**config.mk**
```make
export PLATFORM = sky130hd
export DESIGN_NAME = button_pulse_gen
export DESIGN_NICKNAME = d
export VERILOG_FILES = /design/src/rtl/button_pulse_gen.sv
export SDC_FILE = /design/constraint.sdc
export NUM_CORES = 1
export LEC_CHECK = 0
export BUFFER_PORTS_ARGS = -buffer_cell sky130_fd_sc_hd__buf_2
export CORE_MARGIN = 2
export CORE_UTILIZATION = 61
export CTS_BUF_LIST = sky130_fd_sc_hd__clkbuf_4 sky130_fd_sc_hd__clkbuf_8
export CTS_CLUSTER_DIAMETER = 100
export CTS_CLUSTER_SIZE = 14
export DETAILED_ROUTE_END_ITERATION = 10
export GPL_TIMING_DRIVEN = 0
export PLACE_DENSITY = 0.81
export SETUP_SLACK_MARGIN = 0.3
export SLEW_MARGIN = 15
export SYNTH_ARGS = -nofsm -noshare
export SYNTH_HDL_FRONTEND = slang
export SYNTH_SLANG_ARGS = --single-unit
export TNS_END_PERCENT = 50
```
**constraint.sdc**
```tcl
create_clock -name clk -period 2.9 [get_ports clk]
set_input_delay 0.29 -clock clk [delete_from_list [all_inputs] [get_ports clk]]
set_output_delay 0.29 -clock clk [all_outputs]
set_load 0.05 [all_outputs]
```
**src/rtl/button_pulse_gen.sv**
```systemverilog
// Two active-low bouncing push buttons in, one-cycle inc/dec strobes out.
// Each button: 2-flop synchronizer, counter debouncer, press/auto-repeat FSM with conflict lock.
module button_pulse_gen #(
    parameter int DEBOUNCE_CYCLES = 120000,
    parameter int REPEAT_DELAY    = 6000000,
    parameter int REPEAT_PERIOD   = 1200000
) (
    input  logic clk,
    input  logic rst,
    input  logic btn_up_n,
    input  logic btn_down_n,
    output logic inc,
    output logic dec,
    output logic up_held,
    output logic down_held
);

    typedef enum logic [2:0] {
        S_IDLE,
        S_DELAY,
        S_REPEAT,
        S_HOLD,
        S_LOCK
    } state_t;

    localparam int DB_W    = $clog2(DEBOUNCE_CYCLES + 1);
    localparam int TMR_MAX = (REPEAT_DELAY > REPEAT_PERIOD) ? REPEAT_DELAY : REPEAT_PERIOD;
    localparam int TMR_W   = $clog2(TMR_MAX + 1);

    localparam logic [DB_W-1:0]  DB_LAST     = DB_W'(DEBOUNCE_CYCLES - 1);
    localparam logic [TMR_W-1:0] DELAY_LAST  = TMR_W'((REPEAT_DELAY > 0) ? REPEAT_DELAY - 1 : 0);
    localparam logic [TMR_W-1:0] PERIOD_LAST = TMR_W'(REPEAT_PERIOD - 1);

    // Index 0 is the up button, index 1 the down button.
    logic [1:0]       w_raw_n;
    logic [1:0]       r_meta_p0;
    logic [1:0]       r_sync_p1;
    logic [1:0]       r_held;
    logic [DB_W-1:0]  r_db_cnt [2];
    state_t           r_state [2];
    state_t           w_state_nxt [2];
    logic [TMR_W-1:0] r_timer [2];
    logic [TMR_W-1:0] w_timer_nxt [2];
    logic [1:0]       w_pulse;
    logic             w_both_held;
    logic             r_inc;
    logic             r_dec;

    assign w_raw_n     = {btn_down_n, btn_up_n};
    assign w_both_held = &r_held;

    // Synchronizer and debouncer stage
    always_ff @(posedge clk) begin
        if (rst) begin
            r_meta_p0 <= 2'b11;
            r_sync_p1 <= 2'b11;
            r_held    <= 2'b00;
            for (int i = 0; i < 2; i++) begin
                r_db_cnt[i] <= '0;
            end
        end else begin
            r_meta_p0 <= w_raw_n;
            r_sync_p1 <= r_meta_p0;
            for (int i = 0; i < 2; i++) begin
                // Sync is active-low, held is active-high: unequal bits mean agreement.
                if (r_sync_p1[i] != r_held[i]) begin
                    r_db_cnt[i] <= '0;
                end else if (r_db_cnt[i] == DB_LAST) begin
                    r_held[i]   <= ~r_held[i];
                    r_db_cnt[i] <= '0;
                end else begin
                    r_db_cnt[i] <= r_db_cnt[i] + 1'b1;
                end
            end
        end
    end

    // Press / repeat FSM stage
    always_ff @(posedge clk) begin
        if (rst) begin
            for (int i = 0; i < 2; i++) begin
                r_state[i] <= S_IDLE;
                r_timer[i] <= '0;
            end
            r_inc <= 1'b0;
            r_dec <= 1'b0;
        end else begin
            for (int i = 0; i < 2; i++) begin
                r_state[i] <= w_state_nxt[i];
                r_timer[i] <= w_timer_nxt[i];
            end
            r_inc <= w_pulse[0];
            r_dec <= w_pulse[1] & ~w_pulse[0];
        end
    end

    always_comb begin
        w_pulse = 2'b00;
        for (int i = 0; i < 2; i++) begin
            w_state_nxt[i] = r_state[i];
            w_timer_nxt[i] = r_timer[i];
            if (r_state[i] == S_LOCK) begin
                // A locked button only leaves through its own release.
                if (!r_held[i]) begin
                    w_state_nxt[i] = S_IDLE;
                    w_timer_nxt[i] = '0;
                end
            end else if (w_both_held) begin
                w_state_nxt[i] = S_LOCK;
                w_timer_nxt[i] = '0;
            end else begin
                case (r_state[i])
                    S_IDLE: begin
                        if (r_held[i]) begin
                            w_pulse[i]     = 1'b1;
                            w_timer_nxt[i] = '0;
                            w_state_nxt[i] = (REPEAT_DELAY == 0) ? S_HOLD : S_DELAY;
                        end
                    end
                    S_DELAY: begin
                        if (!r_held[i]) begin
                            w_state_nxt[i] = S_IDLE;
                            w_timer_nxt[i] = '0;
                        end else if (r_timer[i] == DELAY_LAST) begin
                            w_pulse[i]     = 1'b1;
                            w_state_nxt[i] = S_REPEAT;
                            w_timer_nxt[i] = '0;
                        end else begin
                            w_timer_nxt[i] = r_timer[i] + 1'b1;
                        end
                    end
                    S_REPEAT: begin
                        if (!r_held[i]) begin
                            w_state_nxt[i] = S_IDLE;
                            w_timer_nxt[i] = '0;
                        end else if (r_timer[i] == PERIOD_LAST) begin
                            w_pulse[i]     = 1'b1;
                            w_timer_nxt[i] = '0;
                        end else begin
                            w_timer_nxt[i] = r_timer[i] + 1'b1;
                        end
                    end
                    S_HOLD: begin
                        if (!r_held[i]) begin
                            w_state_nxt[i] = S_IDLE;
                            w_timer_nxt[i] = '0;
                        end
                    end
                    default: begin
                        w_state_nxt[i] = S_IDLE;
                        w_timer_nxt[i] = '0;
                    end
                endcase
            end
        end
    end

    assign inc       = r_inc;
    assign dec       = r_dec;
    assign up_held   = r_held[0];
    assign down_held = r_held[1];

endmodule

```
# Word level (Yosys, flattened, before mapping)
# Memory sizes are Yosys's and may differ from the RTL's.
# Index checks and enable logic that the tools add are counted.
totals:
  ff_bits: 8
  mem_bits_rw: 86
  out_inout_bits: 4
  memories: 3
op_classes:
  add_sub_neg: 4
  n_eq_ne: 16
  n_mux: 83
  bitwise: 16
  n_reduce_logical: 7
mem_list:
  columns: ["memory", "depth", "word_bits", "read_ports", "rd_ports_with_merged_regs", "wr", "line", "source"]
  rows:
  - ["r_timer", 2, 23, 2, 0, 2, "42", "logic [TMR_W-1:0] r_timer [2];"]
  - ["r_db_cnt", 2, 17, 2, 0, 2, "39", "logic [DB_W-1:0] r_db_cnt [2];"]
  - ["r_state", 2, 3, 2, 0, 2, "40", "state_t r_state [2];"]
op_table:
  columns: ["cell", "count"]
  rows:
  - ["23-bit 2-to-1 mux", 18]
  - ["23-bit case mux with 4 select lines", 2]
  - ["17-bit 2-to-1 mux", 6]
  - ["23-bit by 1-bit adder with 23-bit output, second input constant", 2]
  - ["23-bit by 21-bit equality test with 1-bit output, second input constant", 2]
  - ["23-bit equality test, second input constant", 2]
  - ["3-bit 2-to-1 mux", 14]
  - ["1-bit 2-to-1 mux", 39]
  - ["17-bit by 1-bit adder with 17-bit output, second input constant", 2]
  - ["17-bit equality test, second input constant", 2]
  - ["3-bit case mux with 3 select lines", 2]
  - ["3-bit by 2-bit equality test with 1-bit output, second input constant", 4]
  - ["1-bit OR", 10]
  - ["3-bit by 1-bit equality test with 1-bit output, second input constant", 2]
  - ["3-bit equality test, second input constant", 2]
  - ["3-bit zero test", 2]
  - ["1-bit case mux with 3 select lines", 2]
  - ["2-bit AND reduction", 3]
  - ["1-bit inverter", 5]
  - ["2-bit OR reduction", 2]
  - ["1-bit inequality test", 2]
  - ["1-bit bitwise AND", 1]

# Longest topological paths before layout
depth:
  ltp_word: 8
  mapped_depth: 9
  mapped_depth_nobuf: 7

# Worst setup path after synthesis
# No wires, ideal clock.
synth_timing:
  kind: "register to register"
  start: "register r_held[0]"
  end: "memory r_timer[0][17] (netlist bit)"
  setup_time_ns: 0.074
  arrival_ns: 2.019
  required_time_ns: 2.826
  path_slack_ns: 0.807
  path_stages_with_launch: 9
  period_less_slack_ns: 2.093
  path_cell_list: "dfxtp_1 -> clkbuf_1 -> and4bb_2 -> nand2_1 -> a2111oi_2 -> a31o_4 -> buf_2 -> a21oi_1 -> a31oi_1"
synth_lines:
  columns: ["item", "line", "source"]
  rows:
  - ["start, declared", "38", "logic [1:0] r_held;"]
  - ["start signal, assigned by index", "69", "r_held[i] <= ~r_held[i];"]
  - ["end, declared", "42", null]

==> results by group <==
Setup path
  – CP required: 3140 ps
  – CP Capture Type: flip-flop
  – Critical path type: reg2reg
  – Worst R2R Setup Slack: 590 ps
  – Worst-path fanout max: 10
  – Worst EP arrival: 2560 ps
  – Critical Path Start Type: flip-flop

Placement
  – Routability cong.: 0.914
  – Post-DP HPWL: 9460 um
  – I/O Buffers: 7
  – Placed cell count: 852

Global routing
  – First-pass GRT wire length: 22000 um
  – Vias in the first global route: 4803
  – Global Route Usage Sum: 26.7%
  – Largest net degree at the start of global routing: 16
  – GRT overflow: 0
  – Antenna violations before repair: 0

Timing
  – Tightest Pin Transition: 957 ps
  – Slew headroom: 35.7%
  – Setup_tns: 0 ps
  – Fin. max-slew vios: 0
  – RSZ-0062 raised after global routing: false
  – Max Clock Skew: 13.0 ps
  – Final min period: 2310 ps
  – Period utilization: 79.8%
  – Highest clock rate: 0.432 GHz
  – Endpoints failing setup: 0
  – Final hold vios: 0

Floorplan
  – Die H: 101 um
  – Initial Util: 62.3%
  – IO Pins: 8
  – CORE AREA: 0.00915 sq mm
  – Die area: 0.0101 sq mm
  – Die X: 101 um
  – Row Count: 35

Synthesis
  – Synth area leader: dfxtp_1
  – Sequential area share after synthesis: 39.0%
  – Async set-reset flop share out of synthesis: 0%
  – Cells after Synth: 701
  – Yosys reg bits: 94
  – EDFF count, synth: 34
  – Area fraction of the dominant cell type after synthesis: 21.1%
  – Yosys cell types: 74
  – Synth warn: 0
  – Synth Area per Inst: 8.13 sq um
  – Synth cell count leaders: nand2_1 (85), nor2_1 (80), dfxtp_1 (60)
  – Count leader, synth: nand2_1
  – Post-synthesis cell area: 0.00570 sq mm
  – Synth area leaders: dfxtp_1 (21%), edfxtp_1 (18%), nand2_1 (5.6%)
  – Top FF cell, synth: dfxtp_1

Route
  – Initial DRC Count: 385
  – Final wirelength: 13100 um
  – Vias: 5307
  – Residual DRC: 0
  – First drt pass iteration count: 6
  – Post-route ant nets: 0
  – DR vias/cell: 6.11
  – Drt wl/cell: 15.1 um

Status
  – Outcome: finished clean

Power and ir drop
  – VDD IR-drop max: 0.287 mV
  – Leakage dissipation: 2.17 nW
  – Power Total: 0.00236 W
  – Power Density: 381 mW/mm^2

Clocking
  – CTS clk-pin slew, worst paths: 100 ps
  – CTS hold repair buffers: 0
  – Skew-Pair Late Insertion Delay: 370 ps
  – Sink Count: 94
  – Root buffer selected by CTS: clkbuf_8
  – CTS tree: yes
  – CTS H-Tree Depth: 3
  – Clock tree buffer depth: 2
  – Number of CTS-inserted buffers: 9

Worst hold path
  – Hold/Removal Path Class: in2reg

Layout
  – Layout Nets: 760
  – Ant. Diodes: 0
  – Area Overhead vs Synth: 8.69%
  – Ratio of cells with drive above 1 in the final layout: 9.38%
  – Finished Layout Cells: 868

Run
  – Max-Cap Viols: 0
timing repair:
action                                  in CTS  in global routing
gates resized for setup                      0                  1
endpoints found under the setup margin       0                  9
setup buffers                                0                  0
power breakdown:
group,internal [W],switching (W),leakage [nW]
combinational,0.0000250,0.0000469,1.23
clock,0.000406,0.000473,0.0975
sequential,0.00139,0.0000233,0.835
total,0.00182,0.000543,2.17
kinds of logic after synthesis:
logic type,share of synthesized area (%)
muxes,0.527
xor gates and xnor gates,5.68
AOI/OAI and AO/OA,18.2
and+or+nand+nor,31.0
DFF,39.0
buffers and inverters,4.61
adders and majority gates,0.878
other,0.0658
sequential cells by signal, summed over array words and instances (netlist names):
register	flops
r_db_cnt	34
inc	1
r_meta_p0	2
dec	1
r_held	2
r_sync_p1	2
r_timer	46
r_state	6
layout by cell type, fill, tap and decap left out, types with 12 or more instances in the layout:
cell,count
and3_1,14
xor2_1,22
a31oi_1,12
nand3_1,37
buf_2,27
a21oi_1,46
dfxtp_1,60
xnor2_1,15
clkbuf_1,20
conb_1,34
nand2_1,85
nor3_1,28
o21ai_0,39
edfxtp_1,34
nor2_1,80
a211oi_1,12
nand4_1,14
inv_1,14
per-layer routing:
| metal | track usage (%) | vias up | routed length [um] | share of wire (%) |
|---|---|---|---|---|
| met4 | 9.48 | 0 | 171 | 1.3 |
| met1 | 37.5 | 2494 | 6060 | 46 |
| met3 | 3.74 | 14 | 883 | 6.7 |
| li1 | - | 2615 | - | - |
| met5 | 0 | - | 0 | 0 |
| met2 | 42.1 | 184 | 6030 | 46 |
metrics by stage:
| stage | utilization (%) | setup slack (ps) | hold WS [ps] | instance area, sq um |
|---|---|---|---|---|
| after global routing | 67.7 | 348 | 109 | 6200 |
| after global placement | 65.5 | 504 | 396 | 6000 |
| after CTS | 67.6 | 446 | 93.4 | 6190 |
| after floorplan | - | 807 | 389 | 5820 |
| final | 67.7 | 585 | 103 | 6200 |
| after detailed placement | 65.5 | 448 | 414 | 6000 |
worst max-delay path, cell delays in order (launching register included):
cell and delay, ps:
dfxtp_1 540, ha_1 380, nand4_1 180, nor3_1 370
o32ai_2 150, clkbuf_1 250, nand2_1 210, o21ai_0 120
final cells by class:
cell class	count	area [sq um]
Tap cell	111	139
Buffer	44	206
Timing Repair Buffer	7	35.0
Fill cell	771	2960
Multi-Input combinational cell	581	3350
Clock buffer	10	131
Sequential cell	94	2220
Inverter	15	56.3
Clock inverter	6	60.1
worst paths after layout:
| kind | cells after the start | start | endpoint |
|---|---|---|---|
| max | 7 | r_timer[0][23] | r_timer[0][43] |
| min reg2reg | 1 | r_meta_p0[1] | r_sync_p1[1] |
| min | 2 | btn_up_n | r_meta_p0[0] |
| max reg2reg | 7 | r_timer[0][23] | r_timer[0][43] |
No activity file was read; power rests on OpenSTA's default activity.
